### config.mk
export PLATFORM = sky130hd
export DESIGN_NAME = if_fetch_unit
export DESIGN_NICKNAME = d
export VERILOG_FILES = /design/src/rtl/if_fetch_unit.sv
export SDC_FILE = /design/constraint.sdc
export NUM_CORES = 1
export LEC_CHECK = 0
export ABC_CLOCK_PERIOD_IN_PS = 2900
export BUFFER_PORTS_ARGS = -buffer_cell sky130_fd_sc_hd__clkbuf_2
export CAP_MARGIN = 40
export CORE_MARGIN = 2
export CORE_UTILIZATION = 56
export DETAILED_ROUTE_END_ITERATION = 8
export GPL_TIMING_DRIVEN = 0
export PLACE_DENSITY_LB_ADDON = 0.3
export SLEW_MARGIN = 30
export SYNTH_ARGS = -nofsm -noshare
export SYNTH_HDL_FRONTEND = slang
export SYNTH_SLANG_ARGS = --single-unit
### constraint.sdc
create_clock -name clk -period 2.9 [get_ports clk]
set_input_delay 0.58 -clock clk [delete_from_list [all_inputs] [get_ports clk]]
set_output_delay 0.58 -clock clk [all_outputs]
set_load 0.01 [all_outputs]
### src/rtl/if_fetch_unit.sv
// Instruction-fetch stage: owns the PC, issues one outstanding ibus request at a time,
// handles EX redirects and stall[0]. Optional misaligned-redirect trap: IFU_MISALIGN_TRAP_EN.
module if_fetch_unit #(
   parameter logic [31:0] RESET_PC = 32'h0000_0000
) (
   input  logic        clk,
   input  logic        rst,
   input  logic [5:0]  stall,
   input  logic        br,
   input  logic [31:0] br_addr,
   output logic        ibus_req,
   output logic [31:0] ibus_addr,
   input  logic        ibus_ack,
   input  logic [31:0] ibus_rdata,
   output logic [31:0] if_pc,
   output logic [31:0] if_inst,
   output logic        stallreq_if,
   output logic        if_err
);

   typedef enum logic [1:0] {S_REQ, S_HOLD, S_DRAIN} state_t;

   state_t      r_state;
   logic [31:0] r_pc;
   logic [31:0] r_buf;
   logic [31:0] r_shadow;
   logic        r_err;

   logic [31:0] w_br_tgt;
   logic        w_br_bad;
   logic        w_unused_stall;

   assign w_unused_stall = &{1'b0, stall[5:1]};

`ifdef IFU_MISALIGN_TRAP_EN
   assign w_br_tgt = br_addr;
   assign w_br_bad = br && (br_addr[1:0] != 2'b00);
`else
   logic w_unused_br_lsb;
   assign w_br_tgt        = {br_addr[31:2], 2'b00};
   assign w_br_bad        = 1'b0;
   assign w_unused_br_lsb = &{1'b0, br_addr[1:0]};
`endif

   // Bus and presentation outputs depend only on state, rst and ibus_ack.
   always_comb begin
      ibus_req    = 1'b0;
      ibus_addr   = r_pc;
      if_pc       = r_pc;
      if_inst     = 32'h0;
      stallreq_if = 1'b0;
      if (rst) begin
         ibus_addr = RESET_PC;
         if_pc     = RESET_PC;
      end else begin
         case (r_state)
            S_REQ: begin
               if (r_err) begin
                  stallreq_if = 1'b1;
               end else begin
                  ibus_req = 1'b1;
                  if (ibus_ack) if_inst = ibus_rdata;
                  else          stallreq_if = 1'b1;
               end
            end
            S_HOLD: if_inst = r_buf;
            S_DRAIN: begin
               ibus_req    = 1'b1;
               ibus_addr   = r_shadow;
               stallreq_if = 1'b1;
            end
            default: ;
         endcase
      end
   end

   assign if_err = r_err && !rst;

   always_ff @(posedge clk) begin
      if (rst) begin
         r_state  <= S_REQ;
         r_pc     <= RESET_PC;
         r_buf    <= 32'h0;
         r_shadow <= RESET_PC;
         r_err    <= 1'b0;
      end else begin
         if (w_br_bad) r_err <= 1'b1;
         case (r_state)
            S_REQ: begin
               // A trapped fetch unit stays here with no request on the bus.
               if (!r_err) begin
                  if (br) begin
                     r_pc <= w_br_tgt;
                     if (!ibus_ack) begin
                        r_shadow <= r_pc;
                        r_state  <= S_DRAIN;
                     end
                  end else if (ibus_ack) begin
                     if (!stall[0]) begin
                        r_pc <= r_pc + 32'd4;
                     end else begin
                        r_buf   <= ibus_rdata;
                        r_state <= S_HOLD;
                     end
                  end
               end
            end
            S_HOLD: begin
               if (br) begin
                  r_pc    <= w_br_tgt;
                  r_state <= S_REQ;
               end else if (!stall[0]) begin
                  r_pc    <= r_pc + 32'd4;
                  r_state <= S_REQ;
               end
            end
            S_DRAIN: begin
               // The stale request must complete before the target is fetched.
               if (br)       r_pc    <= w_br_tgt;
               if (ibus_ack) r_state <= S_REQ;
            end
            default: r_state <= S_REQ;
         endcase
      end
   end

endmodule

Word-level counts from Yosys, hierarchy flattened --
Cells that the tools add are included.
Cells by class: add/sub/neg operators 1, $mul 0, div/mod/pow operators 0, order comparisons 0, eq/ne operators 8, shift operators 0, multiplexer cells 25, bitwise operators 2, reductions and logical operators 7
Operator list (number):
- 32-bit two-way mux | 10
- 32-bit one-hot mux with 3 select lines | 1
- 32-bit one-hot mux with 2 select lines | 1
- 32-bit by 3-bit adder with 32-bit output (second input constant) | 1
- 2-bit two-way mux | 7
- 3-bit != test (second input constant) | 4
- 2-bit one-hot mux with 3 select lines | 1
- 3-bit AND reduction | 2
- 5-bit AND reduction | 1
- 1-bit two-way mux | 4
- 2-bit != test (second input constant) | 2
- 4-bit AND reduction | 1
- 3-bit nonzero test | 1
- 2-bit by 1-bit == test with 1-bit output (second input constant) | 1
- 2-bit == test (second input constant) | 1
- 2-bit zero test | 1
- 1-bit inverter | 2
- 1-bit one-hot mux with 2 select lines | 1
- 2-bit OR reduction | 1
Word-level totals: bits in registers 98, latch bits 0, bits in writable memories 0, bits in read-only memories 0, memories 0

Longest topological paths before layout --
depth in word-level cells 5, gate-level depth with buffers 9

Worst setup path before layout --
Ideal clock, no wire load.
path kind input to output, from input port ibus_ack, to output port if_inst[10], data arrival time 1.594 ns, required time 2.320 ns, path slack 0.726 ns, stages on the path 6, path buffers 2, path through nor2b_1 -> nor2b_1 -> clkbuf_1 -> clkbuf_1 -> a22oi_1 -> nor2_1
On the way: word-level cells in the longest chain between the ends 3
RTL lines:
- start, declared | RTL line 13 | input logic ibus_ack,
- 32-bit two-way mux | RTL line 62 | if (ibus_ack) if_inst = ibus_rdata;
- 32-bit one-hot mux with 2 select lines | RTL line 56 | case (r_state)
- 32-bit two-way mux | RTL line 52 | if (rst) begin
- end, declared | RTL line 16 | output logic [31:0] if_inst,
No other way between the ends.

Worst setup path after layout --
from input port rst, to output port ibus_req
On the way: word-level cells in the longest chain between the ends 1
RTL lines:
- start, declared | RTL line 7 | input logic rst,
- 1-bit two-way mux | RTL line 52
- end, declared | RTL line 11 | output logic ibus_req,
No other way between the ends.

==> flow_summary.json <==
{
  "fin_crit_sh_pct": 95.5,
  "dieArea_mm2": 0.0104,
  "worstPathMaxFanout": 10,
  "slew_headroom_pct": 46.5,
  "ys_types": 61,
  "vias_per_cell": 5.76,
  "whs_ns": 0.437,
  "core_mm2": 0.00928,
  "antenna_cells": 0,
  "numCtsBuffers": 9,
  "hpwl_mm": 12.2,
  "clkTransAtPathRegs_ns": 0.09,
  "arrival_ns": 2.19,
  "antenna_found_initial": 0,
  "syn_area_mm2": 0.00539,
  "fp.dieW_um": 102,
  "drtPass1Iterations": 5,
  "cap_violations": 0,
  "tightestPinTransition_ns": 0.795,
  "powerDensity_mw_per_mm2": 430,
  "clock_latency_ns": 0.37,
  "p_leak_nw": 2.64,
  "cts_max_path_buffers": 2,
  "slew_violations": 0,
  "fmax_mhz": 361,
  "io_buffers": 159,
  "io_pins": 173,
  "post-place-ws_ns": 0.0498,
  "yosys.area.top_type_share_pct": 34.9,
  "skew_ns": 0.0145,
  "worstSetupPathType": "primary input to output port",
  "hold_buffers": 0,
  "ys_async_sr_fraction_pct": 0,
  "start_util_pct": 58.1,
  "grt_overflow": 0,
  "vdd.ir_drop.worst_mv": 0.226,
  "drc_errors": 0,
  "setup-tns-final_ns": 0,
  "hold_viol_final": 0,
  "synth_common_cells": "nand2_1 (212), a21oi_1 (111), dfxtp_1 (94)",
  "grt_max_degree": 16,
  "vias": 6293,
  "startpoint_type": "primary input",
  "cts-root-buf": "clkbuf_8",
  "fin_nets": 1034,
  "fp.dieH_um": 102,
  "ys.flop_type": "dfxtp_1",
  "drive_gt1_share_pct": 23.1,
  "drt-initial-drc-count": 586,
  "fillCellCount": 875,
  "wl_mm": 17.2,
  "synth_most_common_cell": "nand2_1",
  "hold_class": "primary input to flop",
  "setup.worst_path.end_class": "output port",
  "yosys_warnings": 0,
  "grt_pass1_wl_mm": 27.2,
  "cts_tree": "done",
  "setup_ws_ns": 0.129,
  "ctsHtreeMaxLevel": 3,
  "clock_sinks": 94,
  "required_ns": 2.32,
  "grt_pass1_vias": 5550,
  "num_rows": 35,
  "avgSynthCellArea_um2": 6.87,
  "syn_inst": 785,
  "postRouteAntennaNets": 0,
  "routabilityCongestion": 0.953,
  "total_power_mw": 2.82,
  "ys_seq_area_share_pct": 34.9,
  "synth-seq-cells": 94,
  "synth-edff-count": 0,
  "finalSetupViolations": 0,
  "synthTopCellsByArea": "dfxtp_1 (35%), nand2_1 (15%), a21oi_1 (10%), a22oi_1 (4.9%), nor2_1 (4.0%)",
  "layout_min_cycle_time_ns": 2.77,
  "area_delta_synth_final_pct": 21.6,
  "grt_usage_pct": 32.9,
  "status": "complete, no violations",
  "synth_top_area_cell": "dfxtp_1",
  "wl_per_cell_um": 15.8
}
==> kinds of logic after synthesis <==
family	count (synthesis)	synth area share, %
simple gates	387	32.9
compound gates	207	23.2
flops	94	34.9
buf+inv	87	7.22
xor+xnor	4	0.650
mux	4	0.812
fa+ha+maj	1	0.232
other cells	1	0.0695
==> flip-flops by register name, indices dropped and copies added (netlist names) <==
name and count:
r_state 2, r_pc 30, r_buf 32, r_shadow 30
==> placed cells by master (no fill, tap or decap), types with 11 or more instances in the layout <==
cell / instances
a22oi_1: 35
nand4_1: 12
nor2b_1: 30
nand2_1: 212
clkbuf_8: 11
nand3_1: 26
dfxtp_1: 94
clkbuf_2: 166
a21oi_1: 111
clkbuf_1: 43
nor2_1: 57
buf_2: 20
o21ai_0: 17
==> layer usage <==
layer	GRT usage, %	routed length, um
met4	14.5	465
met1	44.6	7090
met3	7.52	1730
met2	50.2	7950
met5	0	0
==> final timing paths <==
| kind | start | end | slack [ns] | cells after the start |
|---|---|---|---|---|
| setup / recovery | rst | ibus_req | 0.13 | 6 |
| setup reg to reg | r_pc[2] | r_pc[16] | 0.52 | 6 |
| hold reg to reg | r_buf[4] | r_buf[4] | 0.46 | 2 |
| hold / removal | ibus_rdata[9] | r_buf[9] | 0.44 | 3 |
==> worst max-delay path, stage by stage <==
cell and delay [ns]:
clkbuf_2 0.12, clkbuf_1 0.42, clkbuf_2 0.35, buf_1 0.43, nor2_1 0.13, clkbuf_2 0.15
==> what timing repair did <==
item	CTS	global route
resized for setup	3	12
endpoints found under the setup margin	20	63
buffers inserted	0	0
==> per-stage QoR <==
step	cell area, um2	utilization, %	std cells
finish	6560	70.7	1092
global placement	6360	68.6	1077
floorplan	5410	-	789
detailed placement	6360	68.6	1077
CTS	6550	70.6	1092
global route	6560	70.7	1092
==> power by group <==
group | switching (mW) | internal (mW)
Sequential | 0.0489 | 1.35
Combinational | 0.372 | 0.213
Clock | 0.484 | 0.357
==> area by class of cell <==
class | count | area, um2 | area share (%)
buffer | 83 | 387 | 5.89
clock buffer | 11 | 151 | 2.31
clock inverter | 4 | 31.3 | 0.477
inverter | 4 | 15.0 | 0.229
multi-input combinational | 608 | 3140 | 47.8
sequential | 94 | 1880 | 28.7
tap | 129 | 161 | 2.46
timing repair buffer | 159 | 796 | 12.1
(Power assumes the default switching activity.)
